$ cat src/rtl/seq_det_ctrl.sv
// Programmable serial pattern-detection controller.
// Holds one pattern of up to MAXLEN bits, detects it on a gated serial stream in
// overlapping or non-overlapping mode, counts matches and stops at a target count.
module seq_det_ctrl #(
    parameter int unsigned MAXLEN = 8,
    parameter int unsigned CNTW   = 8,
    localparam int unsigned LW    = $clog2(MAXLEN + 1)
) (
    input  logic              clk,
    input  logic              rst,
    input  logic              cfg_valid,
    output logic              cfg_ready,
    input  logic [MAXLEN-1:0] cfg_pattern,
    input  logic [LW-1:0]     cfg_len,
    input  logic              cfg_overlap,
    input  logic [CNTW-1:0]   cfg_target,
    output logic              cfg_err,
    input  logic              start,
    input  logic              abort,
    input  logic              x,
    input  logic              x_valid,
    output logic              match,
    output logic [CNTW-1:0]   match_count,
    output logic              busy,
    output logic              done
);

    typedef enum logic [1:0] {StIdle, StArmed, StDone} state_e;

    state_e            state_q, state_d;
    logic              loaded_q, loaded_d;
    logic [MAXLEN-1:0] pat_q, pat_d;
    logic [LW-1:0]     len_q, len_d;
    logic              ovl_q, ovl_d;
    logic [CNTW-1:0]   tgt_q, tgt_d;
    // Only MAXLEN-1 history bits can ever take part in a compare with the incoming bit.
    logic [MAXLEN-2:0] hist_q, hist_d;
    logic [LW-1:0]     fill_q, fill_d;
    logic [CNTW-1:0]   cnt_q, cnt_d;
    logic              match_q, match_d;
    logic              err_q, err_d;
    logic              ready_q, busy_q, done_q;

    logic [MAXLEN-1:0] shifted;
    logic [MAXLEN-1:0] mask;
    logic              len_ok;
    logic              hit;
    logic [CNTW-1:0]   cnt_inc;

    // Hit detection on the incoming bit against the low len bits of the pattern.
    always_comb begin
        shifted = {hist_q, x};
        for (int i = 0; i < int'(MAXLEN); i++) begin
            mask[i] = (LW'(i) < len_q);
        end
        hit     = ((shifted & mask) == (pat_q & mask)) &&
                  (({1'b0, fill_q} + (LW + 1)'(1)) >= {1'b0, len_q});
        cnt_inc = (cnt_q == '1) ? cnt_q : cnt_q + CNTW'(1);
        len_ok  = (cfg_len >= LW'(2)) && (cfg_len <= LW'(MAXLEN));
    end

    // Next-state logic: abort beats start, start beats data sampling.
    always_comb begin
        state_d  = state_q;
        loaded_d = loaded_q;
        pat_d    = pat_q;
        len_d    = len_q;
        ovl_d    = ovl_q;
        tgt_d    = tgt_q;
        hist_d   = hist_q;
        fill_d   = fill_q;
        cnt_d    = cnt_q;
        match_d  = 1'b0;
        err_d    = 1'b0;
        unique case (state_q)
            StIdle: begin
                if (cfg_valid) begin
                    // A config write wins over a simultaneous start.
                    if (len_ok) begin
                        pat_d    = cfg_pattern;
                        len_d    = cfg_len;
                        ovl_d    = cfg_overlap;
                        tgt_d    = cfg_target;
                        loaded_d = 1'b1;
                    end else begin
                        err_d = 1'b1;
                    end
                end else if (start && loaded_q) begin
                    state_d = StArmed;
                    hist_d  = '0;
                    fill_d  = '0;
                    cnt_d   = '0;
                end
            end
            StArmed: begin
                if (abort) begin
                    state_d = StIdle;
                end else if (x_valid) begin
                    hist_d = shifted[MAXLEN-2:0];
                    fill_d = (fill_q == LW'(MAXLEN)) ? fill_q : fill_q + LW'(1);
                    if (hit) begin
                        match_d = 1'b1;
                        cnt_d   = cnt_inc;
                        if (!ovl_q) begin
                            fill_d = '0;
                        end
                        if ((tgt_q != '0) && (cnt_inc == tgt_q)) begin
                            state_d = StDone;
                        end
                    end
                end
            end
            StDone: begin
                if (abort) begin
                    state_d = StIdle;
                end else if (start) begin
                    state_d = StArmed;
                    hist_d  = '0;
                    fill_d  = '0;
                    cnt_d   = '0;
                end
            end
            default: state_d = StIdle;
        endcase
    end

    // State and registered outputs.
    always_ff @(posedge clk) begin
        if (rst) begin
            state_q  <= StIdle;
            loaded_q <= 1'b0;
            pat_q    <= '0;
            len_q    <= '0;
            ovl_q    <= 1'b0;
            tgt_q    <= '0;
            hist_q   <= '0;
            fill_q   <= '0;
            cnt_q    <= '0;
            match_q  <= 1'b0;
            err_q    <= 1'b0;
            ready_q  <= 1'b1;
            busy_q   <= 1'b0;
            done_q   <= 1'b0;
        end else begin
            state_q  <= state_d;
            loaded_q <= loaded_d;
            pat_q    <= pat_d;
            len_q    <= len_d;
            ovl_q    <= ovl_d;
            tgt_q    <= tgt_d;
            hist_q   <= hist_d;
            fill_q   <= fill_d;
            cnt_q    <= cnt_d;
            match_q  <= match_d;
            err_q    <= err_d;
            ready_q  <= (state_d == StIdle);
            busy_q   <= (state_d == StArmed);
            done_q   <= (state_d == StDone);
        end
    end

    assign cfg_ready   = ready_q;
    assign cfg_err     = err_q;
    assign match       = match_q;
    assign match_count = cnt_q;
    assign busy        = busy_q;
    assign done        = done_q;

endmodule

$ cat config.mk
export PLATFORM = sky130hd
export DESIGN_NAME = seq_det_ctrl
export DESIGN_NICKNAME = d
export VERILOG_FILES = /design/src/rtl/seq_det_ctrl.sv
export SDC_FILE = /design/constraint.sdc
export NUM_CORES = 1
export LEC_CHECK = 0
export ABC_AREA = 1
export ABC_CLOCK_PERIOD_IN_PS = 3700
export BUFFER_PORTS_ARGS = -buffer_cell sky130_fd_sc_hd__buf_2
export CORE_MARGIN = 4
export CORE_UTILIZATION = 41
export CTS_BUF_LIST = sky130_fd_sc_hd__clkbuf_16
export CTS_CLUSTER_DIAMETER = 50
export DETAILED_ROUTE_END_ITERATION = 10
export GPL_ROUTABILITY_DRIVEN = 0
export PLACE_DENSITY = 0.58
export SYNTH_ARGS = -nofsm -noshare
export SYNTH_HDL_FRONTEND = slang
export SYNTH_SLANG_ARGS = --single-unit
$ cat constraint.sdc
create_clock -name clk -period 3.7 [get_ports clk]
set_clock_uncertainty 0.15 [all_clocks]
set_input_delay 0.555 -clock clk [delete_from_list [all_inputs] [get_ports clk]]
set_output_delay 0.555 -clock clk [all_outputs]
set_load 0.05 [all_outputs]
==> impl_metrics.toml <==
[outcome]
status = "finished clean"

[global_routing]
antenna_found_initial = 0
grt.total_usage_pct = 17.13
grt_pass1_wl_mm = 10.63
gr-total-overflow = 0
grt_max_degree = 35
first_global_vias = 2293

[cells_and_area]
syn2layout_area_growth_pct = 14.02
num-fill-cells = 646
diodes = 0
design_area_um2 = 3002
final_cells = 515
finalNetCount = 474
layout-drive-gt1-share_pct = 13.64

[synth]
synth-simple-area-share_pct = 33.56
synth_cells = 404
ys_warn_count = 0
synthArstFlopShare_pct = 0
seq_area_frac_synth_pct = 36.50
synthMuxAreaShare_pct = 0
netlist_area_um2 = 2633
synth_compound_area_share_pct = 14.40
synth-seq-cells = 48
syn_avg_cell_area_um2 = 6.516
yosys.area.top_type = "dfxtp_1"
synth_fa_ha_area_share_pct = 3.327
synth_edf_count = 0
yosys_most_used_dff = "dfxtp_1"
yosys-top-cells-area = "dfxtp_1 (37%), nand2_1 (15%), a21oi_1 (7.6%)"
yosysMostFrequentCell = "nand2_1"
synth-xor-area-share_pct = 2.329
synth.top_cell.area_share_pct = 36.50
synth_top_family_by_area = "simple AND/OR/NAND/NOR gates"
syn-num-nets = 439
synth_top_cells_by_count = "nand2_1 (107), inv_1 (52), dfxtp_1 (48)"
synth_cell_types = 29

[route]
first_pass_iters = 4
wl_per_cell_um = 12.10
vias = 2533
ant_nets = 0
drc = 0
vias_per_cell = 4.918
drt_iter0_markers = 118
finalWirelength_mm = 6.231

[worst_setup_path]
crit_path_end_kind = "flop"
ff2ff_path_depth = 11
r2r-start = "fill_q[0]"
crit_required_ns = 3.76
critPathKind = "flop to flop"
start_kind = "flop"
cp.arrival_ns = 2.48
worstReg2RegEnd = "match_count[6]"
regToRegSetupSlack_ns = 1.28
cp_max_fo = 7

[sta]
setup_tns_ns = 0
tightest_slew_ns = 0.9074
rsz0062_at_grt = "false"
max-slew-margin-rel_pct = 39.44
finalCritPeriodShare_pct = 65.34
fmax_mhz = 413.6
holdWs_ns = 0.3201
setup_viol = 0
fin_crit_ns = 2.418
drv_slew = 0
hold_viol_final = 0

[worst_hold_path]
min_to = "pat_q[5]"
min_from = "pat_q[5]"
hp-class = "flop to flop"
hold_depth = 2

[placement]
dp_cells = 507
dp_hpwl_mm = 4.681
numPortBuffers = 40
place_area_um2 = 2865

[clock_network]
cts_buffer_depth = 2
cts_tree = "done"
post_cts_resized = 0
cts-htree-levels = 2
numCtsBuffers = 5
clock-sinks = 48
ctsHoldBuffers = 0
path_clk_slew_ns = 0.06
post_cts_buffers = 0
insertion_delay_ns = 0.28
cts-root-buf = "clkbuf_16"

[power]
ir_drop_v = 0.0001867
total_power_uw = 1131
p_leak_uw = 0.001368
p_per_area_nw_per_um2 = 376.9

[die]
die_w_um = 88.13
fp-row-count = 28
core_um2 = 6061
die_y_um = 88.13
start_util_pct = 43.44
ioPinCount = 41
die-area_um2 = 7767

[job]
maxCapViolations = 0
-- critical path, stage by stage (launching register included) --
cell	delay, ns
dfxtp_1	0.42
inv_1	0.09
ha_1	0.32
ha_1	0.30
nand2_1	0.05
nor2_1	0.09
nand2_1	0.05
nand4_1	0.11
nand3_1	0.14
a21oi_2	0.36
nand3_1	0.12
a21oi_1	0.14
-- cells by family (layout without fill, tap and decap cells) --
family,count (synthesis),count (layout)
simple gates,205,205
compound gates,72,72
buf+inv,65,101
flops,48,48
fa+ha+maj,7,7
xor+xnor,7,7
-- layout make-up --
class | instances | area, um^2 | share of cell area [%]
clock buffers | 5 | 125.1 | 4.168
clock inverters | 3 | 11.26 | 0.3752
inverters | 53 | 198.9 | 6.628
multi-input cells | 291 | 1411 | 47.02
flip-flops and latches | 48 | 960.9 | 32.01
well taps | 75 | 93.84 | 3.126
repair buffers | 40 | 200.2 | 6.669
-- metrics by stage --
step,utilization (%),setup slack (ns)
after detailed placement,47.28,1.018
after global routing,49.53,0.9937
after floorplan,-,1.378
after CTS,49.53,1.278
final,49.53,1.282
after global placement,47.28,1.029
-- sequential cells by signal, indices dropped and copies added (netlist names) --
register / cells
tgt_q: 8
loaded_q: 1
fill_q: 4
cfg_ready: 1
len_q: 4
busy: 1
match_count: 8
ovl_q: 1
cfg_err: 1
hist_q: 7
match: 1
done: 1
state_q: 2
pat_q: 8
-- routing by layer --
metal	routed length (um)	global-route usage, %
met5	0	0
met3	204	2.916
met2	2952	29.04
met1	3004	22.45
met4	70	4.808
-- placed cells by master (no fill, tap or decap) --
| master | instances |
|---|---|
| a211oi_1 | 1 |
| a21oi_1 | 40 |
| a21oi_2 | 1 |
| buf_2 | 40 |
| clkbuf_16 | 5 |
| clkinv_1 | 1 |
| dfxtp_1 | 48 |
| ha_1 | 7 |
| inv_1 | 54 |
| inv_2 | 1 |
| nand2_1 | 107 |
| nand2_2 | 5 |
| nand3_1 | 29 |
| nand3_2 | 2 |
| nand3b_1 | 1 |
| nand4_1 | 5 |
| nor2_1 | 46 |
| nor2_2 | 2 |
| nor2_4 | 3 |
| nor3_1 | 3 |
| nor4_1 | 2 |
| o21ai_0 | 26 |
| o21bai_1 | 2 |
| o21bai_2 | 1 |
| o22ai_1 | 1 |
| xnor2_1 | 3 |
| xor2_1 | 4 |
-- report_power, final --
| group | switching [uW] | leakage (uW) | total, uW | internal (uW) |
|---|---|---|---|---|
| registers | 16.1 | 0.000391 | 554 | 538 |
| clock network | 190 | 0.0000738 | 434 | 244 |
| logic | 91.7 | 0.000903 | 143 | 51.3 |
-- worst max path at each step --
stage,endpoint,depth (start not counted),start
after global routing,match_count[7],12,fill_q[0]
after detailed placement,tgt_q[4],7,cfg_len[3]
after floorplan,cfg_ready,13,match_count[1]
after CTS,match_count[1],11,fill_q[0]
after global placement,tgt_q[4],7,cfg_len[3]
final,match_count[6],11,fill_q[0]
Note: power is estimated with default switching activity, not from simulation.
